`src/rtl/fib_pkg.sv`:
```
// Shared types for the programmable second-order sequence generator.
// Imported by the top and by the bench-facing interface users.
package fib_pkg;

  typedef enum logic {
    IDLE = 1'b0,
    RUN  = 1'b1
  } state_e;

  typedef enum logic {
    MODE_WRAP = 1'b0,
    MODE_STOP = 1'b1
  } mode_e;

endpackage

```
`src/rtl/fib_seq_gen_if.sv`:
```
// Output stream port of fib_seq_gen: one term plus its index
// under a valid/ready handshake.
interface fib_seq_gen_if #(
  parameter int DATA_WIDTH = 32,
  parameter int CNT_WIDTH  = 16
);

  logic                  out_valid;
  logic                  out_ready;
  logic [DATA_WIDTH-1:0] out_data;
  logic [CNT_WIDTH-1:0]  out_index;

  modport master (
    output out_valid,
    output out_data,
    output out_index,
    input  out_ready
  );

  modport slave (
    input  out_valid,
    input  out_data,
    input  out_index,
    output out_ready
  );

endinterface

```
`src/rtl/fib_step.sv`:
```
// One recurrence step: sum of two terms, with overflow propagated
// from either operand or from the carry out of the add.
module fib_step #(
  parameter int DATA_WIDTH = 32
) (
  input  logic [DATA_WIDTH-1:0] a_i,
  input  logic [DATA_WIDTH-1:0] b_i,
  input  logic                  a_ovf_i,
  input  logic                  b_ovf_i,
  output logic [DATA_WIDTH-1:0] sum_o,
  output logic                  ovf_o
);

  logic carry;

  assign {carry, sum_o} = {1'b0, a_i} + {1'b0, b_i};
  assign ovf_o = carry | a_ovf_i | b_ovf_i;

endmodule

```
`src/rtl/fib_seq_gen.sv`:
```
// Seeded T(n)=T(n-1)+T(n-2) stream source with term limit,
// free-run, and wrap/stop overflow handling.
module fib_seq_gen
  import fib_pkg::*;
#(
  parameter int DATA_WIDTH = 32,
  parameter int CNT_WIDTH  = 16
) (
  input  logic                  clk,
  input  logic                  resetn,
  input  logic                  start,
  input  logic                  abort,
  input  logic                  mode,
  input  logic [DATA_WIDTH-1:0] seed0,
  input  logic [DATA_WIDTH-1:0] seed1,
  input  logic [CNT_WIDTH-1:0]  num_terms,
  fib_seq_gen_if.master         strm,
  output logic                  busy,
  output logic                  done,
  output logic                  overflow
);

  state_e                state_q, state_d;
  mode_e                 mode_q, mode_d;
  logic [DATA_WIDTH-1:0] cur_q, cur_d;
  logic [DATA_WIDTH-1:0] nxt_q, nxt_d;
  logic                  cur_ovf_q, cur_ovf_d;
  logic                  nxt_ovf_q, nxt_ovf_d;
  logic [CNT_WIDTH-1:0]  num_q, num_d;
  logic [CNT_WIDTH-1:0]  idx_q, idx_d;
  logic                  done_q, done_d;
  logic                  ovf_q, ovf_d;

  logic [DATA_WIDTH-1:0] sum;
  logic                  sum_ovf;
  logic                  fire;
  logic                  end_cnt;
  logic                  end_ovf;
  logic                  adv;

  fib_step #(
    .DATA_WIDTH(DATA_WIDTH)
  ) u_step (
    .a_i     (cur_q),
    .b_i     (nxt_q),
    .a_ovf_i (cur_ovf_q),
    .b_ovf_i (nxt_ovf_q),
    .sum_o   (sum),
    .ovf_o   (sum_ovf)
  );

  assign fire    = (state_q == RUN) & strm.out_ready;
  assign end_cnt = (num_q != '0) &&
                   (idx_q == num_q - 1'b1);
  assign end_ovf = (mode_q == MODE_STOP) & nxt_ovf_q;
  // Normal termination holds the last emitted term on the outputs.
  assign adv     = fire & (abort | ~(end_cnt | end_ovf));

  always_comb begin
    state_d   = state_q;
    mode_d    = mode_q;
    cur_d     = cur_q;
    nxt_d     = nxt_q;
    cur_ovf_d = cur_ovf_q;
    nxt_ovf_d = nxt_ovf_q;
    num_d     = num_q;
    idx_d     = idx_q;
    done_d    = 1'b0;
    ovf_d     = ovf_q;
    unique case (state_q)
      IDLE: begin
        if (start && !abort) begin
          state_d   = RUN;
          mode_d    = mode_e'(mode);
          num_d     = num_terms;
          cur_d     = seed0;
          nxt_d     = seed1;
          cur_ovf_d = 1'b0;
          nxt_ovf_d = 1'b0;
          idx_d     = '0;
          ovf_d     = 1'b0;
        end
      end
      RUN: begin
        if (adv) begin
          cur_d     = nxt_q;
          cur_ovf_d = nxt_ovf_q;
          nxt_d     = sum;
          nxt_ovf_d = sum_ovf;
          idx_d     = idx_q + 1'b1;
        end
        if (abort) begin
          state_d = IDLE;
        end else if (fire) begin
          if (end_cnt) begin
            state_d = IDLE;
            done_d  = 1'b1;
          end else if (end_ovf) begin
            state_d = IDLE;
            done_d  = 1'b1;
            ovf_d   = 1'b1;
          end else begin
            ovf_d = ovf_q | nxt_ovf_q;
          end
        end
      end
      default: state_d = IDLE;
    endcase
  end

  always_ff @(posedge clk or negedge resetn) begin
    if (!resetn) begin
      state_q   <= IDLE;
      mode_q    <= MODE_WRAP;
      cur_q     <= '0;
      nxt_q     <= '0;
      cur_ovf_q <= 1'b0;
      nxt_ovf_q <= 1'b0;
      num_q     <= '0;
      idx_q     <= '0;
      done_q    <= 1'b0;
      ovf_q     <= 1'b0;
    end else begin
      state_q   <= state_d;
      mode_q    <= mode_d;
      cur_q     <= cur_d;
      nxt_q     <= nxt_d;
      cur_ovf_q <= cur_ovf_d;
      nxt_ovf_q <= nxt_ovf_d;
      num_q     <= num_d;
      idx_q     <= idx_d;
      done_q    <= done_d;
      ovf_q     <= ovf_d;
    end
  end

  assign strm.out_valid = (state_q == RUN);
  assign strm.out_data  = cur_q;
  assign strm.out_index = idx_q;
  assign busy           = (state_q == RUN);
  assign done           = done_q;
  assign overflow       = ovf_q;

endmodule

```
`src/flat_wrapper.sv`:
```
// flat-port wrapper written by rule: the top's interface ports become plain ports
module fib_seq_gen_flat import fib_pkg::*;
#(
  parameter int DATA_WIDTH = 32,
  parameter int CNT_WIDTH  = 16
)
  (clk, resetn, start, abort, mode, seed0, seed1, num_terms, busy, done, overflow, strm_out_valid, strm_out_data, strm_out_index, strm_out_ready);
  fib_seq_gen_if #(.DATA_WIDTH(DATA_WIDTH), .CNT_WIDTH(CNT_WIDTH)) strm_i ();
  input  logic clk;
  input  logic resetn;
  input  logic start;
  input  logic abort;
  input  logic mode;
  input  logic [DATA_WIDTH-1:0] seed0;
  input  logic [DATA_WIDTH-1:0] seed1;
  input  logic [CNT_WIDTH-1:0] num_terms;
  output logic busy;
  output logic done;
  output logic overflow;
  output wire logic [$bits(strm_i.out_valid)-1:0] strm_out_valid;
  output wire logic [$bits(strm_i.out_data)-1:0] strm_out_data;
  output wire logic [$bits(strm_i.out_index)-1:0] strm_out_index;
  input wire logic [$bits(strm_i.out_ready)-1:0] strm_out_ready;
  assign strm_out_valid = strm_i.out_valid;
  assign strm_out_data = strm_i.out_data;
  assign strm_out_index = strm_i.out_index;
  assign strm_i.out_ready = strm_out_ready;
  fib_seq_gen #(.DATA_WIDTH(DATA_WIDTH), .CNT_WIDTH(CNT_WIDTH)) u_core (.clk(clk), .resetn(resetn), .start(start), .abort(abort), .mode(mode), .seed0(seed0), .seed1(seed1), .num_terms(num_terms), .strm(strm_i), .busy(busy), .done(done), .overflow(overflow));
endmodule
```
`config.mk`:
```
export PLATFORM = sky130hd
export DESIGN_NAME = fib_seq_gen_flat
export DESIGN_NICKNAME = d
export VERILOG_FILES = /design/src/rtl/fib_pkg.sv /design/src/rtl/fib_seq_gen_if.sv /design/src/rtl/fib_step.sv /design/src/rtl/fib_seq_gen.sv /design/src/flat_wrapper.sv
export SDC_FILE = /design/constraint.sdc
export NUM_CORES = 1
export LEC_CHECK = 0
export CORE_MARGIN = 3
export CORE_UTILIZATION = 54
export DETAILED_ROUTE_END_ITERATION = 7
export HOLD_SLACK_MARGIN = 0.02
export PLACE_DENSITY = 0.82
export SYNTH_ARGS = -nofsm -noshare
export SYNTH_HDL_FRONTEND = slang
export SYNTH_HIERARCHICAL = 1
export SYNTH_SLANG_ARGS = --single-unit
```
`constraint.sdc`:
```
create_clock -name clk -period 3.4 [get_ports clk]
set_input_delay 1.02 -clock clk [delete_from_list [all_inputs] [get_ports clk]]
set_output_delay 1.02 -clock clk [all_outputs]
set_load 0.05 [all_outputs]
```
==> results.cfg, run 1 <==
[pwr]
powerDensity_mw_per_mm2 = 851
power.total_mw = 7.82
p_leak_nw = 3.79
ir_worst_vdd_mv = 0.359

[synthesis]
synth_top_area_share_pct = 34.0
yosysWarnings = 6
syn-num-nets = 970
ys_seq_area_share_pct = 34.0
synth_xor_area_share_pct = 4.55
yosys.area_share.adder_pct = 6.11
synth_compound_area_share_pct = 21.1
netlist_instances = 848
synth.distinct_cells = 80
synth_top_family_by_area = compound AO/OA/AOI/OAI gates
synth_edf_count = 0
async_reset_ff_share_pct = 100
ys.flop_type = dfrtp_1
avgSynthCellArea_um2 = 8.84
yosys.area.top_type = dfrtp_1
synth_mux_area_share_pct = 9.63
synth_simple_gate_area_share_pct = 19.1
ys_top_cells_by_area = dfrtp_1, mux2i_1, a21oi_1
ys_ff_latch = 102
syn-cell-area_mm2 = 0.00750

[sta]
drv_slew = 0
worst_pin_slew_ps = 870
rsz0062_at_grt = no
fmax_mhz = 311
layout_min_cycle_time_ps = 3210
fin_ws_ps = 189
final-setup-viol-count = 0
fin_crit_sh_pct = 94.4
fin_setup_tns_ps = 0
slew_headroom_pct = 42.0
timing_hold_violations_final = 0
finClkSkew_ps = 6.15
holdWs_ps = 512

[cells_and_area]
stdcell_count = 1131
final_nets = 1073
finalCoreUtilization_pct = 68.6
diodes = 0
final_area_mm2 = 0.00919
drive_gt1_share_pct = 6.91
area_growth_pct = 22.5

[critical_path]
setup.worst_path.class = reg -> reg
required_ps = 3670
cp.arrival_ps = 3480
endpoint_kind = flip-flop
worstPathMaxFanout = 65
reg2regPathDepth = 9
cp-start-kind = flip-flop

[routing]
route.detailed.drc = 0
via_per_inst = 5.93
drt_iter0_drc = 558
drtAntennaViolNets = 0
dr.pass1.iters = 7
wl_um = 19100
num_vias = 6708
wire_per_inst_um = 16.9

[hold_path]
holdPathStages = 2
hp-class = reg -> reg

[placement]
io_buffers = 137
dp.cells = 1116
place_congestion = 0.922
place_ws_ps = 180
dp_hpwl_um = 13700
place_area_mm2 = 0.00893

[grt]
grt.total_usage_pct = 25.3
grt_first_pass_wirelength_um = 31200
grt_max_degree = 67
grt_overflow = 0
antenna_found_initial = 0
grt_pass1_vias = 6337

[floorplanning]
die_h_um = 124
core_area_mm2 = 0.0134
rows = 42
die-area_mm2 = 0.0153
die_x_um = 124
ios = 138
initial_utilization_pct = 56.0

[clock_tree]
numCtsBuffers = 9
cts_sinks = 102
postCtsSetupBuffers = 0
cts_htree_levels = 3
insertion_delay_ps = 350
cts_root_buffer = clkbuf_16
cts_tree = done
clockBufferDepth = 2
clk_pin_slew_worst_paths_ps = 70

[flow_run]
maxCapViolCount = 0

[outcome]
status = completed
cells in the mapped netlist (6+ instances only):
cell / n
and3_1: 15
o21a_1: 8
inv_1: 26
a21oi_1: 107
xor2_1: 13
nor4_1: 14
xnor2_1: 26
nand2_1: 90
clkbuf_1: 33
dfrtp_1: 102
o211ai_1: 7
nand3_1: 13
buf_2: 8
nand4_1: 10
mux2i_1: 71
ha_1: 35
nor3_1: 75
o211a_1: 6
o21ai_0: 21
a21o_1: 20
buf_6: 9
nor2_1: 29
sequential cells by signal (all words and copies together), names as in the netlist:
name                   cells
u_core/busy                1
u_core/cur_ovf_q           1
u_core/done                1
u_core/mode_q              1
u_core/num_q              16
u_core/nxt_ovf_q           1
u_core/nxt_q              32
u_core/overflow            1
u_core/strm.out_data      32
u_core/strm.out_index     16
kinds of logic after synthesis:
| logic type | Yosys count |
|---|---|
| XOR/XNOR | 39 |
| flip-flops | 102 |
| AND/OR/NAND/NOR | 283 |
| AO/OA/AOI/OAI | 231 |
| multiplexers | 72 |
| buffers and inverters | 85 |
| adder cells (fa/ha/maj) | 36 |
report_power, final:
group	switching (mW)	internal (mW)	leakage, nW
clock network	0.444	0.492	0.125
logic	2.90	2.05	2.47
registers	0.377	1.56	1.19
layout by cell type, fill, tap and decap left out, types with 6 or more instances in the layout:
master           instances
ha_1                    35
buf_4                   12
o211ai_1                 7
o211a_1                  6
inv_1                   26
o21ai_0                 21
mux2i_1                 71
clkbuf_16                9
xnor2_1                 26
o21a_1                   8
nand2_1                 90
nor2_1                  29
clkdlybuf4s50_1        136
dfrtp_1                101
a21o_1                  20
nand4_1                 10
nor4_1                  14
xor2_1                  13
a21oi_1                107
nand3_1                 13
nor3_1                  75
and3_1                  15
final timing paths:
kind | slack (ps) | end | from
max reg2reg | 190 | u_core/nxt_q[2] | u_core/num_q[3]
min reg2reg | 510 | u_core/mode_q | u_core/mode_q
min in group asynchronous | 650 | u_core/strm.out_data[17] | resetn
min | 510 | u_core/mode_q | u_core/mode_q
max in group asynchronous | 2030 | u_core/num_q[14] | resetn
max | 190 | u_core/nxt_q[2] | u_core/num_q[3]
worst max-delay path, stage by stage, from the launching register on:
cell	delay, ps
dfrtp_1	460
or4_4	570
or4b_1	510
a211o_1	300
a22oi_1	140
and4_2	340
a21oi_4	80
or2_2	310
buf_12	210
a21oi_1	180
final cells by class:
class	count	area (um2)
clock buffer	11	233
clock inverter	4	26.3
fill	1118	4210
inverter	26	97.6
multi-input combinational	661	4540
sequential	102	2560
tap	176	220
timing repair buffer	151	1510
what timing repair did:
action,CTS,global route
resized for setup,0,1
hold endpoints to repair,0,0
setup endpoints to repair,0,15
hold buffers,0,0
metal layers:
layer | GRT usage, % | part of all wire [%]
met2 | 41.0 | 48
met4 | 6.92 | 1.3
met1 | 34.3 | 45
met5 | 0 | 0
met3 | 5.54 | 6.3
No activity file was read; power rests on OpenSTA's default activity.
==> run 2: changes to the inputs <==
--- a/config.mk
+++ b/config.mk
@@ -10,6 +10,7 @@
 export DETAILED_ROUTE_END_ITERATION = 7
 export HOLD_SLACK_MARGIN = 0.02
 export PLACE_DENSITY = 0.82
+export SKIP_LAST_GASP = 1
 export SYNTH_ARGS = -nofsm -noshare
 export SYNTH_HDL_FRONTEND = slang
 export SYNTH_HIERARCHICAL = 1
==> results of run 2 <==
Final layout, timing and power as in run 1 (identical DEF).
